===== src/rtl/lcd_tx_scheduler_pkg.sv =====
// lcd_tx_scheduler_pkg: shared FSM encoding, bus field positions and sizing helper.
package lcd_tx_scheduler_pkg;
  typedef enum logic [1:0] {S_IDLE, S_LOAD, S_PULSE, S_GAP} state_t;
  localparam int D_CHAR_LSB = 0;
  localparam int D_CHAR_MSB = 7;
  localparam int D_CLEAR = 9;
  localparam int D_OVF_CLR = 31;
  localparam int E_CLEAR = 8;
  localparam int RD_OVF = 31;
  localparam int RD_BUSY = 16;
  localparam int RD_CNT_LSB = 8;
  localparam int RD_FULL = 1;
  localparam int RD_EMPTY = 0;
  function automatic int max3(input int a, input int b, input int c);
    int m;
    m = (a > b) ? a : b;
    return (m > c) ? m : c;
  endfunction
endpackage


===== src/rtl/lcd_cmd_fifo.sv =====
// lcd_cmd_fifo: synchronous command FIFO with registered occupancy count.
module lcd_cmd_fifo #(
  parameter int DEPTH = 8,
  parameter int W = 9
) (
  input  logic                     clk,
  input  logic                     reset,
  input  logic                     i_push,
  input  logic                     i_pop,
  input  logic [W-1:0]             i_data,
  output logic [W-1:0]             o_data,
  output logic                     o_full,
  output logic                     o_empty,
  output logic [$clog2(DEPTH):0]   o_count
);
  localparam int AW = $clog2(DEPTH);
  logic [W-1:0] r_mem [DEPTH];
  logic [AW-1:0] r_wr, r_rd;
  logic [AW:0] r_count;
  logic w_push_ok, w_pop_ok;
  assign o_full = r_count == (AW+1)'(DEPTH);
  assign o_empty = r_count == '0;
  assign o_count = r_count;
  assign o_data = r_mem[r_rd];
  assign w_push_ok = i_push & ~o_full;
  assign w_pop_ok = i_pop & ~o_empty;
  always_ff @(posedge clk)
    if (w_push_ok) r_mem[r_wr] <= i_data;
  always_ff @(posedge clk) begin
    if (reset) begin
      r_wr <= '0;
      r_rd <= '0;
      r_count <= '0;
    end else begin
      if (w_push_ok) r_wr <= r_wr + AW'(1);
      if (w_pop_ok) r_rd <= r_rd + AW'(1);
      r_count <= r_count + (AW+1)'(w_push_ok) - (AW+1)'(w_pop_ok);
    end
  end
endmodule


===== src/rtl/lcd_tx_scheduler.sv =====
// lcd_tx_scheduler: queues bus-written LCD commands and paces strobes to the LCD driver.
// Define LCD_SCHED_STATUS_EN to expose the status word on rdata (otherwise rdata reads 0).
module lcd_tx_scheduler
  import lcd_tx_scheduler_pkg::*;
#(
  parameter int DEPTH = 8,
  parameter int PULSE_CYCLES = 4,
  parameter int GAP_CYCLES = 2000,
  parameter int CLEAR_GAP_CYCLES = 100000
) (
  input  logic        clk,
  input  logic        reset,
  input  logic        w_en,
  input  logic [31:0] d,
  output logic [31:0] rdata,
  output logic        full,
  output logic        empty,
  output logic        busy,
  output logic [7:0]  lcd_info,
  output logic        lcd_enviar,
  output logic        lcd_limpiar
);
  localparam int AW = $clog2(DEPTH);
  localparam int CW = $clog2(max3(PULSE_CYCLES, GAP_CYCLES, CLEAR_GAP_CYCLES) + 1);
  localparam logic [CW-1:0] PULSE_LAST = CW'(PULSE_CYCLES - 1);
  state_t r_state;
  logic [CW-1:0] r_cnt;
  logic [8:0] r_cmd;
  logic [7:0] r_info;
  logic r_ovf, r_busy, r_enviar, r_limpiar;
  logic w_push, w_pop, w_gap_done, w_unused;
  logic [8:0] w_head;
  logic [AW:0] w_count;
  logic [CW-1:0] w_gap_last;
  assign w_push = w_en & ~d[D_OVF_CLR];
  assign w_gap_last = r_cmd[E_CLEAR] ? CW'(CLEAR_GAP_CYCLES - 1) : CW'(GAP_CYCLES - 1);
  assign w_gap_done = r_state == S_GAP && r_cnt == w_gap_last;
  // The end of a gap pops directly so back-to-back commands skip the idle cycle.
  assign w_pop = ~empty & (r_state == S_IDLE || w_gap_done);
  assign w_unused = ^{d[30:10], d[8], r_ovf, w_count};
  lcd_cmd_fifo #(.DEPTH(DEPTH), .W(9)) u_fifo (
    .clk(clk),
    .reset(reset),
    .i_push(w_push),
    .i_pop(w_pop),
    .i_data({d[D_CLEAR], d[D_CHAR_MSB:D_CHAR_LSB]}),
    .o_data(w_head),
    .o_full(full),
    .o_empty(empty),
    .o_count(w_count)
  );
  always_ff @(posedge clk) begin
    if (reset) begin
      r_state <= S_IDLE;
      r_cnt <= '0;
      r_cmd <= '0;
      r_info <= '0;
      r_ovf <= 1'b0;
      r_busy <= 1'b0;
      r_enviar <= 1'b0;
      r_limpiar <= 1'b0;
    end else begin
      r_busy <= r_state != S_IDLE;
      r_enviar <= r_state == S_PULSE && !r_cmd[E_CLEAR];
      r_limpiar <= r_state == S_PULSE && r_cmd[E_CLEAR];
      r_ovf <= (w_en && d[D_OVF_CLR]) ? 1'b0 : (w_en && full) ? 1'b1 : r_ovf;
      if (w_pop) r_cmd <= w_head;
      case (r_state)
        S_IDLE: if (w_pop) r_state <= S_LOAD;
        S_LOAD: begin
          r_info <= r_cmd[7:0];
          r_cnt <= '0;
          r_state <= S_PULSE;
        end
        S_PULSE: begin
          r_cnt <= (r_cnt == PULSE_LAST) ? '0 : r_cnt + CW'(1);
          if (r_cnt == PULSE_LAST) r_state <= S_GAP;
        end
        S_GAP: begin
          r_cnt <= w_gap_done ? '0 : r_cnt + CW'(1);
          if (w_gap_done) r_state <= w_pop ? S_LOAD : S_IDLE;
        end
      endcase
    end
  end
  assign busy = r_busy;
  assign lcd_info = r_info;
  assign lcd_enviar = r_enviar;
  assign lcd_limpiar = r_limpiar;
`ifdef LCD_SCHED_STATUS_EN
  always_comb begin
    rdata = '0;
    rdata[RD_OVF] = r_ovf;
    rdata[RD_BUSY] = r_busy;
    rdata[RD_CNT_LSB +: 8] = 8'(w_count);
    rdata[RD_FULL] = full;
    rdata[RD_EMPTY] = empty;
  end
`else
  assign rdata = '0;
`endif
endmodule


===== config.mk =====
export PLATFORM = sky130hd
export DESIGN_NAME = lcd_tx_scheduler
export DESIGN_NICKNAME = d
export VERILOG_FILES = /design/src/rtl/lcd_tx_scheduler_pkg.sv /design/src/rtl/lcd_cmd_fifo.sv /design/src/rtl/lcd_tx_scheduler.sv
export SDC_FILE = /design/constraint.sdc
export NUM_CORES = 1
export LEC_CHECK = 0
export CORE_MARGIN = 4
export CORE_UTILIZATION = 54
export DETAILED_ROUTE_END_ITERATION = 12
export PLACE_DENSITY = 0.87
export SYNTH_ARGS = -nofsm -noshare
export SYNTH_HDL_FRONTEND = slang
export SYNTH_SLANG_ARGS = --single-unit
export TNS_END_PERCENT = 5

===== constraint.sdc =====
create_clock -name clk -period 4.45 [get_ports clk]
set_clock_uncertainty 0.2 [all_clocks]
set_input_delay 1.335 -clock clk [delete_from_list [all_inputs] [get_ports clk]]
set_output_delay 1.335 -clock clk [all_outputs]
set_load 0.1 [all_outputs]

==> reports/summary.log, run 1 <==
[hold_path] Hold Path Origin lcd_info[5]$_SDFFE_PP0N_
[hold_path] kind of path behind the tightest hold check flop to flop
[routing] number of search-and-repair iterations in the first detailed-routing pass 5
[routing] final routed DRC violation total 0
[logic_synthesis] number of enable flip-flop cells after synthesis 72
[clock_tree] number of H-tree branching levels 4
[routing] iteration-0 DRC count of the detailed router 268
[clock_tree] insertion delay of the later-clocked pin in the worst-skew pair 0.52 ns
[logic_synthesis] Mapped Area 5500 sq um
[routing] Antenna Nets Post-Route 0
[routing] vias after detailed routing 3599
[final_layout] share of post-route cells with drive strength above 1 15.0%
[power] Switching Share 35.6%
[placed_design] HPWL after detailed placement 7010 um
[power] net switching power 1.43 mW
[routing] Detailed Route WL 11100 um
[worst_setup_path] max incr delay on CP 1.15 ns
[logic_synthesis] Synth async-reset ratio 0%
[placed_design] final weighted congestion of routability-driven global placement 0.822
[global_route] overall routing resource usage 21.0%
[worst_setup_path] Crit Reg-Reg Endpoint u_fifo.o_count[2]$_SDFF_PP0_
[sta] worst hold margin 0.300 ns
[worst_setup_path] sum of buffers and inverters on the critical path 1
[clock_tree] largest buffer count on any clock path 2
[global_route] number of antenna violations at the first check in global routing 0
[power] share of power burned in combinational logic 31.4%
[routing] via count normalized by instance count 5.80
[sta] final-report hold violation count 0
[die] # rows 36
[die] die span in y 109 um
[final_layout] Post-layout nets 524
[die] floorplan core area 9860 sq um
[power] P per Cell Area 630 nW/um^2
[worst_setup_path] cell at the slowest stage of the critical path sky130_fd_sc_hd__clkdlybuf4s50_1
[logic_synthesis] fraction of the yosys area taken by sequential cells 57.2%
[global_route] global-route wire length before repair 18200 um
[final_layout] commonest cells after routing, fill and taps aside 72 x sky130_fd_sc_hd__edfxtp_1, 49 x sky130_fd_sc_hd__dfxtp_1, 32 x sky130_fd_sc_hd__conb_1, 30 x sky130_fd_sc_hd__nand2_1
[global_route] grt total ovfl 0
[die] die footprint 11900 sq um
[logic_synthesis] Netlist cell types 56
[final_layout] sequential cell area 3140 sq um
[final_layout] leading cell type in the layout, fill and taps excluded sky130_fd_sc_hd__edfxtp_1
[die] Initial Utilization 55.7%
[flow_run] max-cap viol count 0
[logic_synthesis] syn avg cell area 12.4 sq um
[final_layout] number of inserted filler cells in the final layout 698
[power] share of total power in sequential cells 34.7%
[worst_setup_path] required time of the critical path 2.91 ns
[worst_setup_path] reg2reg start r_cnt[13]$_SDFFE_PP0N_
[worst_setup_path] type of origin of the critical path flop
[sta] post-layout min period 3.56 ns
[sta] setup-violating endpoint count in the final report 0
[outcome] status finished, final reports clean
[routing] Wirelength per Cell 17.9 um
[hold_path] hold worst-path end lcd_info[5]$_SDFFE_PP0N_
[logic_synthesis] area share of the leading cell type in the synthesized netlist 39.3%
[clock_tree] TritonCTS sink count 121
[clock_tree] cts bufs inserted 17
[die] I/O Pins 80
[hold_path] Worst Hold Path Cells 2
[sta] total negative slack for setup checks 0 ns
[power] clock network fraction of design power 33.9%
[sta] top achievable clock speed 0.281 GHz
[final_layout] antenna diode instance count 0
[logic_synthesis] main flop type after synthesis sky130_fd_sc_hd__edfxtp_1
[worst_setup_path] crit-path leading delay family buffers and inverters
[sta] number of max-slew violations in the final report 0
[logic_synthesis] number of warnings reported in the yosys synthesis log 0
[power] post-layout power 4.02 mW
[clock_tree] hold buffers post-CTS 0
[worst_setup_path] maximum fanout encountered on the critical timing path 2
[power] internal power of the cells 2.59 mW
[worst_setup_path] arrival time reported for the critical path endpoint 2.03 ns
[power] largest vdd supply drop 385 uV
[final_layout] total area of multi-input combinational cells 2080 sq um
[logic_synthesis] largest area contributor in the synthesized netlist sky130_fd_sc_hd__edfxtp_1
[placed_design] worst slack at placement 0.685 ns
[placed_design] number of input and output port buffers inserted 25
[worst_setup_path] Crit Path Class flop to output port
[logic_synthesis] top area cells in the synthesized netlist sky130_fd_sc_hd__edfxtp_1 39%, sky130_fd_sc_hd__dfxtp_1 18%, sky130_fd_sc_hd__mux4_2 7.4%, sky130_fd_sc_hd__buf_4 4.4%, sky130_fd_sc_hd__mux2i_1 3.3%
[logic_synthesis] Post-Syn Instances 442
[sta] Max-slew headroom 33.8%
[clock_tree] Post-CTS Setup Inserts 0
[worst_setup_path] worst reg-to-reg path cell count 12
[clock_tree] post-cts repair resize count 0
[worst_setup_path] kind of capture point of the worst setup path output port
[clock_tree] clock input transition at the sequential cells of the worst setup and hold paths 0.06 ns
[sta] final setup slack of the worst path 0.889 ns
[sta] RSZ-0062 raised after global routing false
[sta] Worst-Margin Slew 0.990 ns
[clock_tree] clock root cell sky130_fd_sc_hd__clkbuf_8
[sta] post-route fraction of the period consumed by the critical path 80.0%
[die] die outline width 109 um
[worst_setup_path] crit path cell chain clkdlybuf4s50_1
[final_layout] area added between synthesis and finish 16.1%
[global_route] via count of the first global-routing pass 3572
[worst_setup_path] r2r setup slk 1.15 ns
[power] leakage power 2.20 nW
[clock_tree] CTS tree built
[global_route] maximum number of pins on one net before global-route repair 35
[logic_synthesis] Synth Register Bits 121
## layer usage
metal / share of wire, % / GRT usage [%] / vias to the layer above
met5: 0 / 0 / -
met4: 2.1 / 10.2 / 0
met3: 4.9 / 6.10 / 21
met2: 54 / 37.0 / 118
met1: 39 / 23.0 / 1781
li1: - / - / 1679
## cells in the mapped netlist (2+ instances only)
| master | number |
|---|---|
| sky130_fd_sc_hd__nor3b_1 | 8 |
| sky130_fd_sc_hd__nand4_1 | 5 |
| sky130_fd_sc_hd__a31oi_1 | 6 |
| sky130_fd_sc_hd__or4_1 | 2 |
| sky130_fd_sc_hd__clkbuf_1 | 18 |
| sky130_fd_sc_hd__and4_1 | 2 |
| sky130_fd_sc_hd__buf_4 | 32 |
| sky130_fd_sc_hd__nor4_1 | 3 |
| sky130_fd_sc_hd__buf_2 | 3 |
| sky130_fd_sc_hd__dfxtp_1 | 49 |
| sky130_fd_sc_hd__ha_1 | 13 |
| sky130_fd_sc_hd__a21oi_1 | 23 |
| sky130_fd_sc_hd__o31ai_1 | 2 |
| sky130_fd_sc_hd__nor2b_1 | 2 |
| sky130_fd_sc_hd__nand2b_1 | 2 |
| sky130_fd_sc_hd__inv_1 | 15 |
| sky130_fd_sc_hd__nand2_1 | 30 |
| sky130_fd_sc_hd__edfxtp_1 | 72 |
| sky130_fd_sc_hd__mux4_2 | 18 |
| sky130_fd_sc_hd__a211oi_1 | 9 |
| sky130_fd_sc_hd__mux2i_1 | 18 |
| sky130_fd_sc_hd__a211o_1 | 2 |
| sky130_fd_sc_hd__o22ai_1 | 3 |
| sky130_fd_sc_hd__and2_1 | 5 |
| sky130_fd_sc_hd__o21ai_0 | 9 |
| sky130_fd_sc_hd__o211ai_1 | 17 |
| sky130_fd_sc_hd__or3_1 | 2 |
| sky130_fd_sc_hd__nand3_1 | 9 |
| sky130_fd_sc_hd__a21o_1 | 2 |
| sky130_fd_sc_hd__nor2_1 | 22 |
| sky130_fd_sc_hd__buf_1 | 2 |
| sky130_fd_sc_hd__nor3_1 | 10 |
| sky130_fd_sc_hd__xor2_1 | 2 |
| sky130_fd_sc_hd__o221ai_1 | 2 |
| sky130_fd_sc_hd__or2_2 | 2 |
## power groups by stage
stage               Combinational [mW]  Clock [mW]  Sequential (mW)
floorplan                        0.930           0             1.48
global placement                  1.20           0             1.41
detailed placement                1.26           0             1.41
CTS                               1.27        1.40             1.40
global route                      1.36        1.45             1.41
finish                            1.26        1.36             1.40
## state kept, by name, indices dropped and copies added (netlist names)
| register | cells |
|---|---|
| u_fifo.r_wr | 3 |
| lcd_enviar | 1 |
| r_state | 2 |
| u_fifo.r_mem | 72 |
| lcd_info | 8 |
| u_fifo.r_rd | 3 |
| lcd_limpiar | 1 |
| u_fifo.o_count | 4 |
| busy | 1 |
| r_cmd | 9 |
| r_cnt | 17 |
## worst max-delay path by stage
stage | start | end | slack [ns] | cells after the start
finish | lcd_info[1]$_SDFFE_PP0N_ | lcd_info[1] | 0.89 | 1
global route | lcd_info[0]$_SDFFE_PP0N_ | lcd_info[0] | 0.80 | 1
CTS | lcd_info[0]$_SDFFE_PP0N_ | lcd_info[0] | 0.83 | 1
detailed placement | w_en | u_fifo.r_mem[2][8]$_DFFE_PP_ | 0.68 | 5
global placement | w_en | u_fifo.o_count[2]$_SDFF_PP0_ | 0.81 | 7
floorplan | u_fifo.o_count[2]$_SDFF_PP0_ | u_fifo.o_count[1]$_SDFF_PP0_ | 0.09 | 8
## cell families after synthesis
group / after synthesis / synth area share [%]
flip-flops: 121 / 57.2
other: 1 / 0.0682
adder cells (fa/ha/maj): 14 / 3.32
XOR/XNOR: 3 / 0.478
AND/OR/NAND/NOR: 111 / 10.6
AO/OA/AOI/OAI: 85 / 10.5
buffers and inverters: 71 / 7.10
multiplexers: 36 / 10.7
## stage by stage
| step | util, % | area (sq um) | cells |
|---|---|---|---|
| after global routing | 64.7 | 6380 | 621 |
| after global placement | 58.7 | 5790 | 589 |
| after floorplan | - | 5610 | 473 |
| after detailed placement | 58.7 | 5790 | 589 |
| after CTS | 64.7 | 6380 | 621 |
| final | 64.7 | 6380 | 621 |
## layout make-up
type                            instances  share of cell area (%)
Sequential cell                       121                    49.3
Multi-Input combinational cell        281                    32.6
Clock buffer                           19                    6.61
Timing Repair Buffer                   38                    5.37
Clock inverter                         13                    2.63
Tap cell                              133                    2.61
Inverter                               16                   0.941
No activity file was read; power rests on OpenSTA's default activity.
==> run 2: changes to the inputs <==
==> constraint.sdc (replaced) <==
create_clock -name clk -period 3.3 [get_ports clk]
set_clock_uncertainty 0.2 [all_clocks]
set_input_delay 0.99 -clock clk [delete_from_list [all_inputs] [get_ports clk]]
set_output_delay 0.99 -clock clk [all_outputs]
set_load 0.1 [all_outputs]
==> reports/summary.log, run 2 (synthesis gave the netlist of run 1 again) <==
[routing] final routed DRC violation total 0 [unchanged]
[routing] via count normalized by instance count 5.84 [+0.69%]
[sta] total negative slack for setup checks 0 ns [unchanged]
[power] post-layout power 5.35 mW [+33%]
[clock_tree] TritonCTS sink count 121 [unchanged]
[final_layout] share of post-route cells with drive strength above 1 17.9% [+2.9 points]
[clock_tree] cts bufs inserted 17 [unchanged]
[placed_design] HPWL after detailed placement 7230 um [+3.1%]
[hold_path] Hold Path Origin r_cnt[1]$_SDFFE_PP0N_
[final_layout] area added between synthesis and finish 16.0%
[sta] worst hold margin 0.291 ns [-0.00871 ns]
[power] largest vdd supply drop 482 uV [+25%]
[sta] final-report hold violation count 0 [unchanged]
[die] I/O Pins 80 [unchanged]
[outcome] status finished, final reports clean
[placed_design] post-placement cell count 593 [+0.68%]
[power] net switching power 1.91 mW [+34%]
[worst_setup_path] crit-path leading delay family simple AND/OR/NAND/NOR gates
[final_layout] antenna diode instance count 0 [unchanged]
[die] # rows 36 [unchanged]
[final_layout] register with the most flip-flops u_fifo.r_mem
[global_route] maximum number of pins on one net before global-route repair 38 [+8.6%]
[placed_design] instance area at placement 5800 sq um [+0.13%]
[flow_run] max-cap viol count 0 [unchanged]
[power] share of power burned in combinational logic 32.0% [+0.6 points]
[final_layout] commonest cells after routing, fill and taps aside 72 x sky130_fd_sc_hd__edfxtp_1, 49 x sky130_fd_sc_hd__dfxtp_1, 32 x sky130_fd_sc_hd__conb_1, 30 x sky130_fd_sc_hd__nand2_1, 30 x sky130_fd_sc_hd__buf_4
[final_layout] max FFs per register 72 [unchanged]
[worst_setup_path] sum of buffers and inverters on the critical path 2 [+1]
[die] die span in y 109 um [unchanged]
[worst_setup_path] type of origin of the critical path flop
[global_route] overall routing resource usage 20.7% [-0.28 points]
[power] clock network fraction of design power 32.8% [-1.1 points]
[worst_setup_path] required time of the critical path 3.50 ns [+0.59 ns]
[power] P per Cell Area 839 nW/um^2 [+33%]
[placed_design] final weighted congestion of routability-driven global placement 0.911 [+11%]
[hold_path] kind of path behind the tightest hold check flop to flop
[final_layout] biggest regs u_fifo.r_mem (72), r_cnt (17), r_cmd (9)
[global_route] global-route wire length before repair 18300 um [+0.42%]
[die] die footprint 11900 sq um [unchanged]
[routing] vias after detailed routing 3647 [+1.3%]
[worst_setup_path] max incr delay on CP 0.55 ns [-0.60 ns]
[worst_setup_path] Crit Path Class flop to flop
[hold_path] hold worst-path end r_cnt[1]$_SDFFE_PP0N_
[clock_tree] CTS tree built
[final_layout] leading cell type in the layout, fill and taps excluded sky130_fd_sc_hd__edfxtp_1
[placed_design] number of input and output port buffers inserted 25 [unchanged]
[clock_tree] number of H-tree branching levels 4 [unchanged]
[worst_setup_path] CP startpoint r_cnt[13]$_SDFFE_PP0N_
[die] floorplan core area 9860 sq um [unchanged]
[routing] Wirelength per Cell 17.9 um [+0.18%]
[clock_tree] clock input transition at the sequential cells of the worst setup and hold paths 0.06 ns [about the same]
[worst_setup_path] Crit Reg-Reg Endpoint u_fifo.o_count[2]$_SDFF_PP0_
[clock_tree] hold buffers post-CTS 0 [unchanged]
[die] Initial Utilization 55.7% [unchanged]
[worst_setup_path] crit path cell chain or4_4 > nor4_4 > a31oi_2 > nor2_2 > ha_1 > inv_1 > ha_1 > inv_1 > fa_1 > xor2_1 > nor2_1
[sta] setup-violating endpoint count in the final report 0 [unchanged]
[final_layout] final design area excluding fillers 6370 sq um [-0.12%]
[hold_path] Worst Hold Path Cells 2 [unchanged]
[power] internal power of the cells 3.43 mW [+33%]
[power] share of total power in sequential cells 35.1% [+0.4 points]
[routing] Detailed Route WL 11200 um [+0.83%]
[sta] top achievable clock speed 0.332 GHz
[placed_design] worst slack at placement 0.306 ns [-0.378 ns]
[worst_setup_path] number of stages on the worst setup path 11 [+10]
[die] die outline width 109 um [unchanged]
[worst_setup_path] maximum fanout encountered on the critical timing path 7 [+5]
[routing] iteration-0 DRC count of the detailed router 237 [-12%]
[clock_tree] Post-CTS Setup Inserts 0 [unchanged]
[power] leakage power 2.23 nW [+1.4%]
[worst_setup_path] cell at the slowest stage of the critical path sky130_fd_sc_hd__or4_4
[worst_setup_path] worst reg-to-reg path cell count 11 [-1]
[power] Switching Share 35.8% [+0.18 points]
[worst_setup_path] r2r setup slk 0.29 ns [-0.86 ns]
[clock_tree] insertion delay of the later-clocked pin in the worst-skew pair 0.53 ns [about the same]
[global_route] number of antenna violations at the first check in global routing 0 [unchanged]
[sta] number of max-slew violations in the final report 0 [unchanged]
[clock_tree] largest buffer count on any clock path 2 [unchanged]
[sta] Max-slew headroom 40.2% [+6.4 points]
[final_layout] final std cells w/o fill 625 [+0.64%]
[worst_setup_path] reg2reg start r_cnt[13]$_SDFFE_PP0N_
[clock_tree] post-cts repair resize count 0 [unchanged]
[final_layout] Core Util, Final 64.6% [-0.076 points]
[global_route] grt total ovfl 0 [unchanged]
[clock_tree] clock root cell sky130_fd_sc_hd__clkbuf_8
[sta] RSZ-0062 raised after global routing false
[final_layout] Post-layout nets 528 [+0.76%]
[global_route] via count of the first global-routing pass 3627 [+1.5%]
[sta] Worst-Margin Slew 0.897 ns [-0.0933 ns]
[sta] post-layout min period 3.01 ns
[routing] number of search-and-repair iterations in the first detailed-routing pass 5 [unchanged]
[sta] final setup slack of the worst path 0.286 ns [-0.603 ns]
[routing] Antenna Nets Post-Route 0 [unchanged]
[worst_setup_path] arrival time reported for the critical path endpoint 3.21 ns [+1.18 ns]
[worst_setup_path] kind of capture point of the worst setup path flop
[sta] post-route fraction of the period consumed by the critical path 91.3%
run 2: routing by layer:
layer  vias to the layer above  part of all wire (%)  global-route usage (%)
met5                         -                     0                       0
met4                         0                   1.5                    8.39
met3                        17                   7.5                    6.34
met2                       159                    52                    34.6
met1                      1783                    39                    24.9
li1                       1688                     -                       -
run 2: area by class of cell:
class                   instances  area (sq um)
multi-input cells             281          2080
fillers                       690          3490
clock buffers                  19           432
inverters                      16          60.1
well taps                     133           166
flip-flops and latches        121          3140
clock inverters                13           143
repair buffers                 42           345
run 2: worst max path at each step:
stage                                         to
floorplan           u_fifo.o_count[2]$_SDFF_PP0_
global placement    u_fifo.o_count[2]$_SDFF_PP0_
detailed placement  u_fifo.o_count[2]$_SDFF_PP0_
CTS                 u_fifo.o_count[2]$_SDFF_PP0_
global route        u_fifo.o_count[2]$_SDFF_PP0_
finish              u_fifo.o_count[2]$_SDFF_PP0_
run 2: power by group through the flow:
stage,clock (mW),sequential [mW],combinational [mW]
floorplan,0,2.00,1.26
global placement,0,1.90,1.65
detailed placement,0,1.91,1.71
CTS,1.79,1.88,1.72
global route,1.86,1.90,1.86
finish,1.75,1.88,1.71
run 2: worst reg2reg max path, cell delays in order, from the launching register on:
cell and delay, ns:
sky130_fd_sc_hd__dfxtp_1 0.37, sky130_fd_sc_hd__or4_4 0.56, sky130_fd_sc_hd__nor4_4 0.30, sky130_fd_sc_hd__a31oi_2 0.20
sky130_fd_sc_hd__nor2_2 0.16, sky130_fd_sc_hd__ha_1 0.24, sky130_fd_sc_hd__inv_1 0.05, sky130_fd_sc_hd__ha_1 0.16
sky130_fd_sc_hd__inv_1 0.06, sky130_fd_sc_hd__fa_1 0.37, sky130_fd_sc_hd__xor2_1 0.17, sky130_fd_sc_hd__nor2_1 0.06
